**src/rtl/vga_cursor_pos_ctrl.sv**
```systemverilog
// Cursor position controller for the VGA text controller.
// Sequences host cursor commands, keeps the linear cursor address as a
// row base plus column (no multiplier), converts absolute SET addresses
// to row/column by repeated subtraction, requests a one-row scroll when
// the cursor runs off the bottom row and generates the cursor blink phase.
module vga_cursor_pos_ctrl #(
  parameter int COLS         = 80,
  parameter int ROWS         = 25,
  parameter int BLINK_FRAMES = 16
) (
  input  logic        i_clk,
  input  logic        i_rst_n,
  input  logic        i_cmd_valid,
  output logic        o_cmd_ready,
  input  logic [2:0]  i_cmd,
  input  logic [10:0] i_cmd_addr,
  output logic [10:0] o_cur_pos_addr,
  output logic [6:0]  o_cur_col,
  output logic [4:0]  o_cur_row,
  output logic        o_cmd_err_h,
  output logic        o_scroll_req,
  input  logic        i_scroll_ack,
  input  logic        i_frame_tick,
  output logic        o_cur_blink_h
);

  localparam logic [2:0]  CMD_NOP     = 3'd0;
  localparam logic [2:0]  CMD_ADVANCE = 3'd1;
  localparam logic [2:0]  CMD_CR      = 3'd2;
  localparam logic [2:0]  CMD_LF      = 3'd3;
  localparam logic [2:0]  CMD_BS      = 3'd4;
  localparam logic [2:0]  CMD_HOME    = 3'd5;
  localparam logic [2:0]  CMD_SET     = 3'd6;
  localparam logic [2:0]  CMD_NEWLINE = 3'd7;

  localparam logic [6:0]  LAST_COL    = 7'(COLS - 1);
  localparam logic [4:0]  LAST_ROW    = 5'(ROWS - 1);
  localparam logic [10:0] COLS_W      = 11'(COLS);
  localparam logic [11:0] CELLS       = 12'(COLS * ROWS);
  localparam logic [7:0]  BLINK_LIMIT = 8'(BLINK_FRAMES);

  typedef enum logic [1:0] {
    IDLE,
    DIVIDE,
    SCROLL_WAIT
  } state_e;

  state_e      state_q;
  logic        ready_q;
  logic [6:0]  col_q;
  logic [4:0]  row_q;
  logic [10:0] rowBase_q;
  logic [10:0] pos_q;
  logic        err_q;
  logic        scroll_q;
  logic [10:0] rem_q;
  logic [4:0]  divRow_q;
  logic [10:0] divBase_q;
  logic [10:0] target_q;
  logic [7:0]  blinkCnt_q;
  logic [7:0]  blinkCnt_d;
  logic        blink_q;
  logic        blink_d;
  logic        accept;

  assign accept         = i_cmd_valid & ready_q;
  assign o_cmd_ready    = ready_q;
  assign o_cur_pos_addr = pos_q;
  assign o_cur_col      = col_q;
  assign o_cur_row      = row_q;
  assign o_cmd_err_h    = err_q;
  assign o_scroll_req   = scroll_q;
  assign o_cur_blink_h  = blink_q;

  // Command sequencer: updates position, runs the SET divider and holds the scroll handshake.
  always_ff @(posedge i_clk or negedge i_rst_n) begin
    if (!i_rst_n) begin
      state_q   <= IDLE;
      ready_q   <= 1'b1;
      col_q     <= '0;
      row_q     <= '0;
      rowBase_q <= '0;
      pos_q     <= '0;
      err_q     <= 1'b0;
      scroll_q  <= 1'b0;
      rem_q     <= '0;
      divRow_q  <= '0;
      divBase_q <= '0;
      target_q  <= '0;
    end else begin
      err_q <= 1'b0;
      case (state_q)
        IDLE: begin
          if (accept) begin
            case (i_cmd)
              CMD_ADVANCE: begin
                if (col_q == LAST_COL) begin
                  col_q <= '0;
                  if (row_q == LAST_ROW) begin
                    pos_q    <= rowBase_q;
                    state_q  <= SCROLL_WAIT;
                    ready_q  <= 1'b0;
                    scroll_q <= 1'b1;
                  end else begin
                    row_q     <= row_q + 5'd1;
                    rowBase_q <= rowBase_q + COLS_W;
                    pos_q     <= pos_q + 11'd1;
                  end
                end else begin
                  col_q <= col_q + 7'd1;
                  pos_q <= pos_q + 11'd1;
                end
              end
              CMD_CR: begin
                col_q <= '0;
                pos_q <= rowBase_q;
              end
              CMD_LF: begin
                if (row_q == LAST_ROW) begin
                  state_q  <= SCROLL_WAIT;
                  ready_q  <= 1'b0;
                  scroll_q <= 1'b1;
                end else begin
                  row_q     <= row_q + 5'd1;
                  rowBase_q <= rowBase_q + COLS_W;
                  pos_q     <= pos_q + COLS_W;
                end
              end
              CMD_NEWLINE: begin
                col_q <= '0;
                if (row_q == LAST_ROW) begin
                  pos_q    <= rowBase_q;
                  state_q  <= SCROLL_WAIT;
                  ready_q  <= 1'b0;
                  scroll_q <= 1'b1;
                end else begin
                  row_q     <= row_q + 5'd1;
                  rowBase_q <= rowBase_q + COLS_W;
                  pos_q     <= rowBase_q + COLS_W;
                end
              end
              CMD_BS: begin
                if (col_q != '0) begin
                  col_q <= col_q - 7'd1;
                  pos_q <= pos_q - 11'd1;
                end else if (row_q != '0) begin
                  col_q     <= LAST_COL;
                  row_q     <= row_q - 5'd1;
                  rowBase_q <= rowBase_q - COLS_W;
                  pos_q     <= pos_q - 11'd1;
                end
              end
              CMD_HOME: begin
                col_q     <= '0;
                row_q     <= '0;
                rowBase_q <= '0;
                pos_q     <= '0;
              end
              CMD_SET: begin
                if ({1'b0, i_cmd_addr} >= CELLS) begin
                  err_q <= 1'b1;
                end else begin
                  state_q   <= DIVIDE;
                  ready_q   <= 1'b0;
                  rem_q     <= i_cmd_addr;
                  divRow_q  <= '0;
                  divBase_q <= '0;
                  target_q  <= i_cmd_addr;
                end
              end
              CMD_NOP: begin
              end
              default: begin
              end
            endcase
          end
        end
        DIVIDE: begin
          if (rem_q >= COLS_W) begin
            rem_q     <= rem_q - COLS_W;
            divRow_q  <= divRow_q + 5'd1;
            divBase_q <= divBase_q + COLS_W;
          end else begin
            col_q     <= rem_q[6:0];
            row_q     <= divRow_q;
            rowBase_q <= divBase_q;
            pos_q     <= target_q;
            state_q   <= IDLE;
            ready_q   <= 1'b1;
          end
        end
        SCROLL_WAIT: begin
          if (i_scroll_ack) begin
            scroll_q <= 1'b0;
            state_q  <= IDLE;
            ready_q  <= 1'b1;
          end
        end
        default: begin
          state_q <= IDLE;
          ready_q <= 1'b1;
        end
      endcase
    end
  end

  // Blink next state: an accepted command restarts the visible phase and beats a coincident frame tick.
  always_comb begin
    blinkCnt_d = blinkCnt_q;
    blink_d    = blink_q;
    if (accept) begin
      blinkCnt_d = '0;
      blink_d    = 1'b1;
    end else if (i_frame_tick) begin
      if (blinkCnt_q + 8'd1 == BLINK_LIMIT) begin
        blinkCnt_d = '0;
        blink_d    = ~blink_q;
      end else begin
        blinkCnt_d = blinkCnt_q + 8'd1;
      end
    end
  end

  // Blink phase registers.
  always_ff @(posedge i_clk or negedge i_rst_n) begin
    if (!i_rst_n) begin
      blinkCnt_q <= '0;
      blink_q    <= 1'b1;
    end else begin
      blinkCnt_q <= blinkCnt_d;
      blink_q    <= blink_d;
    end
  end

endmodule

```
**config.mk**
```make
export PLATFORM = sky130hd
export DESIGN_NAME = vga_cursor_pos_ctrl
export DESIGN_NICKNAME = d
export VERILOG_FILES = /design/src/rtl/vga_cursor_pos_ctrl.sv
export SDC_FILE = /design/constraint.sdc
export NUM_CORES = 1
export LEC_CHECK = 0
export CORE_AREA = 2 2 121 123
export CTS_CLUSTER_DIAMETER = 60
export DETAILED_ROUTE_END_ITERATION = 7
export DIE_AREA = 0 0 123 125
export DONT_BUFFER_PORTS = 1
export SYNTH_ARGS = -nofsm -noshare
export SYNTH_HDL_FRONTEND = slang
export SYNTH_SLANG_ARGS = --single-unit
```
**constraint.sdc**
```tcl
create_clock -name i_clk -period 2.9 [get_ports i_clk]
set_clock_uncertainty 0.2 [all_clocks]
set_input_delay 0.145 -clock i_clk [delete_from_list [all_inputs] [get_ports i_clk]]
set_output_delay 0.145 -clock i_clk [all_outputs]
set_load 0.03 [all_outputs]
```
==> qor.csv, run 1 <==
stage,metric,value,unit
global_routing,grt_pass1_wl,27300,µm
cts,clkTransAtPathRegs,0.06,ns
cells_and_area,final_cells,883,
synthesis,ys_seq_elements,78,
synthesis,synth_cell_type_count,74,
synthesis,synthArstFlopShare,1.00,
sta,fmax,0.362,GHz
die,start_util,0.386,
sta,period_share,0.952,
cts,htree_levels,3,
global_routing,grt_pass1_vias,5172,
global_routing,grt.overflow.total,0,
synthesis,synth.avg_cell_area,8.11,µm²
placed_design,place.gp.congestion,0.892,
cts,postCtsSetupRepairBufs,0,
cells_and_area,fin_util,0.446,
sta,fin_crit,2.76,ns
global_routing,grt_usage,0.224,
die,fp-row-count,44,
sta,tightest_slew,0.736,ns
die,die_w,123,µm
hold_path,hp-start,i_cmd[0],
placed_design,port_buffers,0,
global_routing,grt_max_degree,79,
setup_path,critPathLaunchType,flip-flop,
cells_and_area,area_growth,15.4,%
power_and_ir_drop,combPwrFrac,0.450,
job,drv_cap,0,
routing,drc,0,
power_and_ir_drop,pwr-share-clk,0.192,
die,coreArea,14200,µm²
synthesis,synth_edf_count,0,
sta,setup_tns,0,ns
routing,first_iter_violations,408,
die,dieArea,15400,µm²
setup_path,crit_path_start,o_cur_col[1],
synthesis,synth.net_count,713,
cells_and_area,layout_common_cells,"nand2_1, dfrtp_1, nor2_1, o21ai_0, a21oi_1",
setup_path,end_kind,flip-flop,
routing,wl,16500,µm
routing,drt-wirelength-per-cell,18.7,µm
cts,numCtsBuffers,9,
cells_and_area,final_nets,731,
cts,root_buffer,clkbuf_16,
power_and_ir_drop,p_per_area,1020,nW/µm²
routing,via_per_inst,5.94,
status,status,"finished, final reports clean",
synthesis,synth_area_leader_cell,dfrtp_1,
setup_path,worstSetupPathType,reg -> reg,
sta,finalHoldViolCount,0,
cts,clk_latency,0.35,ns
sta,slew_violations,0,
global_routing,antenna_found_initial,0,
hold_path,hold_path.class,in -> reg,
setup_path,cp.arrival,2.79,ns
synthesis,ys_seq_area_frac,0.356,
sta,setup_viol,0,
cts,cts_num_sinks,78,
cts,cts_tree,built,
cts,clk_path_buf_depth,2,
cells_and_area,drive_above_1_share,0.0944,
routing,vias,5243,
die,ioPinCount,46,
power_and_ir_drop,vdd_drop_max,0.420,mV
placed_design,dpl.cell_count,846,
cells_and_area,layout_commonest_cell,nand2_1,
synthesis,synth_ff_type,dfrtp_1,
power_and_ir_drop,p_seq_frac,0.357,
power_and_ir_drop,p_leak,2.64,nW
cells_and_area,antenna_cells,0,
synthesis,synthCells,676,
setup_path,crit_path_max_fanout,5,
routing,drtPass1Iterations,5,
synthesis,syn-cell-area,5480,µm²
power_and_ir_drop,switching_share,0.455,
sta,slew_headroom,0.506,
die,die_h,125,µm
sta,grt_setup_unrepaired,false,
placed_design,hpwl,11400,µm
synthesis,ys.warnings.count,0,
synthesis,synth_top_cells_by_area,"dfrtp_1, nand2_1, o21ai_0, a21oi_1, ha_1",
power_and_ir_drop,p_sw,0.00294,W
synthesis,synth_top_area_share,0.347,
setup_path,required,2.93,ns
setup_path,rr_startpoint,o_cur_col[1],
power_and_ir_drop,p_int,0.00352,W
routing,ant_nets,0,
layout make-up:
type / instances / area (µm²)
Fill cell: 1441 / 7870
Multi-Input combinational cell: 522 / 3240
Sequential cell: 78 / 1950
Timing Repair Buffer: 55 / 483
Clock buffer: 12 / 246
Tap cell: 184 / 230
Inverter: 28 / 105
Clock inverter: 4 / 70.1
critical path, stage by stage (launching register included):
cell and delay (ns):
dfrtp_1 0.41, inv_1 0.09, ha_1 0.20, or3b_2 0.48
nor3_2 0.25, a311o_1 0.27, nand2_1 0.10, nor2_2 0.25
mux2_2 0.37
logic make-up after synthesis:
group | after synthesis | synth area share
AO/OA/AOI/OAI | 214 | 0.257
XOR/XNOR | 33 | 0.0527
AND/OR/NAND/NOR | 247 | 0.218
buffers and inverters | 76 | 0.0545
multiplexers | 10 | 0.0189
adder cells (fa/ha/maj) | 18 | 0.0424
flip-flops | 78 | 0.356
synth_stat cells, drive strengths merged, types with 4 or more instances:
cell type,count
or4,7
mux2i,7
nand2b,6
a221o,6
o211ai,6
clkbuf,35
nand4,6
dfrtp,76
nor4,4
nand3,20
buf,13
o2bb2ai,4
o221ai,11
nand2,89
or3,7
nor2b,4
and2,6
o21ai,56
nor2,55
o31ai,6
a31oi,9
a211oi,8
a21o,6
o32ai,4
xnor2,20
ha,17
nand3b,5
and3,7
xor2,13
o311ai,4
a21oi,50
o22ai,9
nor3,18
inv,27
o21a,5
through the flow:
step,setup WS [ns],cell area (µm²),total power [W],hold WS (ns)
finish,0.139,6330,0.00646,0.0379
global route,0.00225,6330,0.00694,0.0445
CTS,0.0928,6320,0.00645,0.00515
detailed placement,0.170,5780,0.00512,-0.347
global placement,0.268,5780,0.00503,-0.347
floorplan,0.222,5480,0.00430,-0.351
registers in the layout, summed over array words and instances (netlist names):
name            cells
divRow_q            5
target_q           11
rem_q              11
blinkCnt_q          8
o_cur_pos_addr     11
o_cur_blink_h       1
rowBase_q           7
divBase_q           7
o_cur_row           5
o_cur_col           7
o_scroll_req        1
state_q             2
o_cmd_ready         1
o_cmd_err_h         1
routing by layer:
layer / vias to the layer above / global-route usage / share of wire
li1: 2504 / - / -
met1: 2549 / 0.317 / 0.46
met2: 163 / 0.330 / 0.45
met3: 27 / 0.0511 / 0.063
met4: 0 / 0.0922 / 0.026
met5: - / 0 / 0
final timing paths:
kind                            slack [ns]           endpoint  depth (start not counted)
worst max register to register        0.14       o_cur_row[2]                          8
worst max-delay path                  0.14       o_cur_row[2]                          8
min in group asynchronous             0.15  o_cur_pos_addr[4]                          2
max in group asynchronous             1.94      o_cur_blink_h                          2
worst min register to register        0.29        target_q[6]                          2
worst min-delay path                  0.04        o_cmd_err_h                          3
power groups by stage:
stage,logic [W],clock network [W],registers [W]
final,0.00291,0.00124,0.00231
after global routing,0.00325,0.00131,0.00238
after CTS,0.00289,0.00127,0.00229
after detailed placement,0.00281,0,0.00231
after global placement,0.00274,0,0.00229
after floorplan,0.00204,0,0.00226
timing repair:
action / CTS / global route
gates resized for setup: 0 / 1
endpoints found under the setup margin: 0 / 1
hold buffers: 21 / 0
hold endpoints to repair: 115 / 0
No activity file was read; power rests on OpenSTA's default activity.
==> run 2: changes to the inputs <==
- clock period: 2.9 -> 2.8 ns (I/O delays scaled with it)
==> run 2 against run 1 <==
  * Count of clock-buffer cells in the layout rose by 1
  * Register-to-register slack better by 0.03 ns
  * Worst hold slack worse by 0.024 ns
  * Routed wire length is 0.35% higher
  * Worst setup slack improved by 0.028 ns
  * Final cell count increased by 0.68%
  * First-iteration DRC count rose by 32%
==> qor.csv, run 2 (same netlist as run 1, synthesis figures left out) <==
stage,metric,value,unit,change
cells_and_area,drive_above_1_share,0.104,,+0.00913
global_routing,grt.overflow.total,0,,unchanged
die,fp-row-count,44,,unchanged
cts,clk_path_buf_depth,2,,unchanged
routing,first_iter_violations,537,,+32%
status,status,"finished, final reports clean",,
placed_design,place.gp.congestion,0.914,,+2.5%
routing,wl,16600,µm,+0.35%
hold_path,hold_depth,4,,+1
setup_path,cp.arrival,2.66,ns,-0.13 ns
routing,vias,5367,,+2.4%
job,drv_cap,0,,unchanged
routing,wl_met3,1230,µm,+19%
placed_design,port_buffers,0,,unchanged
global_routing,antenna_found_initial,0,,unchanged
die,die_h,125,µm,unchanged
die,start_util,0.386,,unchanged
sta,grt_setup_unrepaired,false,,
cts,cts_tree,built,,
cts,htree_levels,3,,unchanged
placed_design,hpwl,11500,µm,+0.72%
routing,drc,0,,unchanged
placed_design,placed_area,5820,µm²,+0.65%
power_and_ir_drop,p_leak,2.65,nW,+0.66%
global_routing,grt_max_degree,79,,unchanged
sta,tightest_slew,0.741,ns,+0.00470 ns
sta,finalHoldViolCount,0,,unchanged
cells_and_area,fin_util,0.448,,+0.00229
setup_path,reg2regPathDepth,7,,-1
setup_path,required,2.83,ns,-0.10 ns
setup_path,worstSetupPathType,reg -> reg,,
setup_path,crit_path_max_fanout,6,,+1
cells_and_area,layout_common_cells,"nand2_1, dfrtp_1, nor2_1, o21ai_0, a21oi_1",,
sta,period_share,0.940,,-0.0117
cts,numCtsBuffers,9,,unchanged
power_and_ir_drop,p_per_area,1050,nW/µm²,+2.8%
power_and_ir_drop,vdd_drop_max,0.515,mV,+23%
routing,drt-met1-wl,7420,µm,-2.8%
cells_and_area,area_growth,16.0,%,
routing,routed.top_layer,met4,,
cts,clkTransAtPathRegs,0.06,ns,about the same
cells_and_area,antenna_cells,0,,unchanged
sta,fin_crit,2.63,ns,-0.128 ns
global_routing,grt_usage,0.221,,-0.00308
sta,fmax,0.380,GHz,+4.9%
hold_path,hold_path.class,in -> reg,,
global_routing,grt_pass1_wl,26900,µm,-1.3%
die,coreArea,14200,µm²,unchanged
setup_path,critPathLaunchType,flip-flop,,
routing,ant_nets,0,,unchanged
cts,root_buffer,clkbuf_16,,
cells_and_area,final_nets,737,,+0.82%
cells_and_area,final_cell_area,6360,µm²,+0.51%
sta,setup_viol,0,,unchanged
routing,route.met2.wl,7410,µm,about the same
sta,slew_headroom,0.503,,-0.00315
die,ioPinCount,46,,unchanged
cts,clk_latency,0.35,ns,about the same
cts,cts_num_sinks,78,,unchanged
routing,drtPass1Iterations,5,,unchanged
die,dieArea,15400,µm²,unchanged
global_routing,grt_pass1_vias,5014,,-3.1%
routing,via_per_inst,6.04,,+1.7%
sta,slew_violations,0,,unchanged
routing,drt-wirelength-per-cell,18.6,µm,-0.33%
setup_path,end_kind,flip-flop,,
sta,setup_tns,0,ns,unchanged
die,die_w,123,µm,unchanged
cells_and_area,layout_commonest_cell,nand2_1,,
[run 2: repair_timing]
| action | CTS | global route |
|---|---|---|
| endpoints found under the setup margin | 0 | 6 |
| resized for setup | 0 | 3 |
| buffers inserted | 0 | 1 |
| hold buffers | 21 | 0 |
| endpoints found under the hold margin | 115 | 0 |
[run 2: layout make-up]
type	count	area (µm²)
Sequential cell	78	1950
Timing Repair Buffer	61	528
Inverter	28	105
Multi-Input combinational cell	522	3240
Clock inverter	3	42.5
Clock buffer	13	260
Tap cell	184	230
Fill cell	1407	7840
[run 2: stage by stage]
| stage | worst slack, ns | instances | total power, W | hold slack, ns |
|---|---|---|---|---|
| 6_report | 0.167 | 889 | 0.00667 | 0.0143 |
| 5_1_grt | 0.00232 | 889 | 0.00716 | 0.0329 |
| 4_1_cts | 0.0223 | 888 | 0.00666 | 0.000203 |
| 3_5_place_dp | 0.179 | 851 | 0.00534 | -0.353 |
| 3_3_place_gp | 0.243 | 851 | 0.00526 | -0.353 |
| 2_1_floorplan | 0.122 | 676 | 0.00446 | -0.356 |
[run 2: final timing paths]
check	startpoint	endpoint	slack (ns)
worst max register to register	o_cur_col[0]	o_scroll_req	0.17
min in group asynchronous	i_rst_n	o_cur_pos_addr[4]	0.14
worst min register to register	target_q[3]	target_q[3]	0.28
worst max-delay path	o_cur_col[0]	o_scroll_req	0.17
max in group asynchronous	i_rst_n	o_cmd_ready	1.90
worst min-delay path	i_cmd[1]	o_cmd_ready	0.01
[run 2: report_power, final]
part / internal, W / switching, W / total [W]
combinational: 0.00127 / 0.00182 / 0.00309
clock: 0.000738 / 0.000474 / 0.00121
sequential: 0.00160 / 0.000769 / 0.00237
[run 2: routing by layer]
metal | GRT usage | vias up
met3 | 0.0520 | 38
li1 | - | 2512
met2 | 0.323 | 227
met5 | 0 | -
met1 | 0.312 | 2590
met4 | 0.0949 | 0
[run 2: critical path, cell delays in order, from the launching register on]
cell,delay [ns]
dfrtp_1,0.38
buf_4,0.19
ha_1,0.25
and3_1,0.24
a2111o_1,0.42
a41oi_1,0.22
a31oi_1,0.06
dlygate4sd3_1,0.57
==> run 3: changes to the inputs <==
--- a/config.mk
+++ b/config.mk
@@ -11,4 +11,5 @@
 export DIE_AREA = 0 0 123 125
 export DONT_BUFFER_PORTS = 1
+export RECOVER_POWER = 100
 export SYNTH_ARGS = -nofsm -noshare
 export SYNTH_HDL_FRONTEND = slang
==> constraint.sdc (replaced) <==
create_clock -name i_clk -period 2.8 [get_ports i_clk]
set_clock_uncertainty 0.2 [all_clocks]
set_input_delay 0.56 -clock i_clk [delete_from_list [all_inputs] [get_ports i_clk]]
set_output_delay 0.56 -clock i_clk [all_outputs]
set_load 0.03 [all_outputs]
==> run 3 against run 2 <==
  * Non-clock buffer count shrank 16
  * Worst setup slack lost 0.055 ns
  * Sequential share of layout area grew 1.3 points
  * Highest routed layer unchanged
  * Sequential cell count unchanged
  * First-iteration DRC count increased by 1.9%
  * Die area unchanged
  * Total power shrank 1.1%
  * Sequential power is 2% lower
  * Fmax fell by 2.0%
  * Via count fell by 1.6%
  * Worst hold slack gained 0.082 ns
==> qor.csv, run 3 (same netlist as run 1, synthesis figures left out) <==
stage,metric,value,unit,change
cts,numCtsBuffers,9,,unchanged
hold_path,hp-start,i_frame_tick,,
routing,first_iter_violations,547,,+1.9%
cts,cts_tree,built,,
cells_and_area,final_nets,721,,-2.2%
status,status,"finished, final reports clean",,
routing,drtPass1Iterations,5,,unchanged
global_routing,grt_usage,0.214,,-0.00745
placed_design,place.gp.congestion,0.895,,-2.1%
job,drv_cap,0,,unchanged
cells_and_area,drive_above_1_share,0.0755,,-0.0281
cts,clk_path_buf_depth,2,,unchanged
global_routing,grt_pass1_vias,4858,,-3.1%
sta,slew_violations,0,,unchanged
setup_path,crit_path_start,o_cur_col[0],,
die,die_w,123,µm,unchanged
power_and_ir_drop,vdd_drop_max,0.642,mV,+25%
setup_path,end_kind,flip-flop,,
die,die_h,125,µm,unchanged
power_and_ir_drop,p_leak,2.50,nW,-5.8%
sta,tightest_slew,1.11,ns,+0.370 ns
global_routing,antenna_found_initial,0,,unchanged
die,dieArea,15400,µm²,unchanged
cts,clk_latency,0.35,ns,about the same
cts,cts_num_sinks,78,,unchanged
sta,worst_slack,0.112,ns,-0.0545 ns
placed_design,hpwl,11300,µm,-1.2%
hold_path,hold_depth,1,,-3
sta,finalHoldViolCount,0,,unchanged
cells_and_area,antenna_cells,0,,unchanged
sta,fin_crit,2.69,ns,+0.0545 ns
global_routing,grt.overflow.total,0,,unchanged
routing,vias,5283,,-1.6%
die,fp-row-count,44,,unchanged
setup_path,rr_startpoint,o_cur_col[0],,
global_routing,grt_max_degree,79,,unchanged
die,start_util,0.386,,unchanged
sta,setup_viol,0,,unchanged
setup_path,cp.arrival,2.76,ns,+0.10 ns
routing,wl,15800,µm,-4.8%
setup_path,critPathLaunchType,flip-flop,,
hold_path,hold_path.class,in -> reg,,
cells_and_area,area_growth,11.3,%,
setup_path,worstSetupPathType,reg -> reg,,
power_and_ir_drop,p_per_area,1080,nW/µm²,+3.1%
placed_design,port_buffers,0,,unchanged
routing,via_per_inst,6.05,,+0.24%
cells_and_area,layout_common_cells,"nand2_1, dfrtp_1, nor2_1, o21ai_0, a21oi_1",,
cts,htree_levels,3,,unchanged
setup_path,reg2regPathDepth,9,,+2
die,ioPinCount,46,,unchanged
routing,ant_nets,0,,unchanged
routing,drc,0,,unchanged
sta,slew_headroom,0.259,,-0.243
sta,grt_setup_unrepaired,false,,
routing,drt-wirelength-per-cell,18.1,µm,-3.1%
die,coreArea,14200,µm²,unchanged
placed_design,pre_cts_ws,0.0946,ns,-0.0848 ns
cells_and_area,layout_commonest_cell,nand2_1,,
sta,setup_tns,0,ns,unchanged
setup_path,crit_path_max_fanout,7,,+1
cts,root_buffer,clkbuf_16,,
cts,postCtsSetupRepairBufs,0,,unchanged
cells_and_area,fillers,1453,,+3.3%
cts,clkTransAtPathRegs,0.06,ns,about the same
setup_path,required,2.87,ns,+0.04 ns
sta,period_share,0.960,,+0.0195
global_routing,grt_pass1_wl,25900,µm,-3.8%
sta,fmax,0.372,GHz,-2.0%
run 3: cell count changes in the layout (fill, tap and decap cells not counted), sizes merged:
cell,previous run,this run
dlygate4sd3,20,1
buf,41,19
inv,27,28
clkinvlp,1,2
bufinv,1,2
clkbuf,13,35
run 3: timing repair:
action / in CTS / in global routing
gates resized for setup: 0 / 0
hold buffers: 2 / 0
endpoints found under the hold margin: 78 / 0
run 3: path summary, 6_finish.rpt:
kind | endpoint | slack, ns
setup / recovery | rowBase_q[4] | 0.11
hold / removal | blinkCnt_q[4] | 0.1
setup reg to reg | rowBase_q[4] | 0.11
hold reg to reg | rem_q[9] | 0.28
max in group asynchronous | o_cur_col[1] | 0.90
min in group asynchronous | blinkCnt_q[0] | 0.79
run 3: critical path: stages, from the launching register on:
cell and delay (ns):
dfrtp_1 0.37, buf_4 0.18, ha_1 0.26, and3_1 0.25, a2111o_1 0.42, o2bb2ai_1 0.18, nand2_1 0.12, clkbuf_1 0.32
a31oi_1 0.10, a22oi_1 0.19
run 3: layout make-up:
class / count / area [µm²] / area share
clock buffers: 10 / 239 / 0.0392
multi-input cells: 522 / 3230 / 0.529
clock inverters: 6 / 92.6 / 0.0152
well taps: 184 / 230 / 0.0377
inverters: 28 / 105 / 0.0172
flip-flops and latches: 78 / 1950 / 0.320
repair buffers: 45 / 254 / 0.0416
run 3: where the power goes:
group,total [W],internal [W],leakage (nW),switching [W]
clock,0.00132,0.000810,0.155,0.000511
combinational,0.00295,0.00115,1.37,0.00180
sequential,0.00233,0.00160,0.978,0.000728
total,0.00660,0.00356,2.50,0.00304
run 3: stage by stage:
step / cells / hold WS, ns / utilization / cell area [µm²] / power [W]
after detailed placement: 855 / 0.0704 / 0.413 / 5860 / 0.00535
after floorplan: 676 / 0.0644 / - / 5490 / 0.00446
after CTS: 873 / 0.0887 / 0.439 / 6230 / 0.00673
after global placement: 855 / 0.0702 / 0.413 / 5860 / 0.00529
after global routing: 873 / 0.0923 / 0.430 / 6100 / 0.00712
final: 873 / 0.0968 / 0.430 / 6100 / 0.00660
run 3: routing by layer:
metal  track usage  wire (µm)  up-vias  part of all wire
met5             0          0        -                 0
met4        0.0709        395        0             0.025
met3        0.0506       1270       31             0.080
met2         0.319       7060      198              0.45
met1         0.304       7040     2561              0.45
li1              -          -     2493                 -
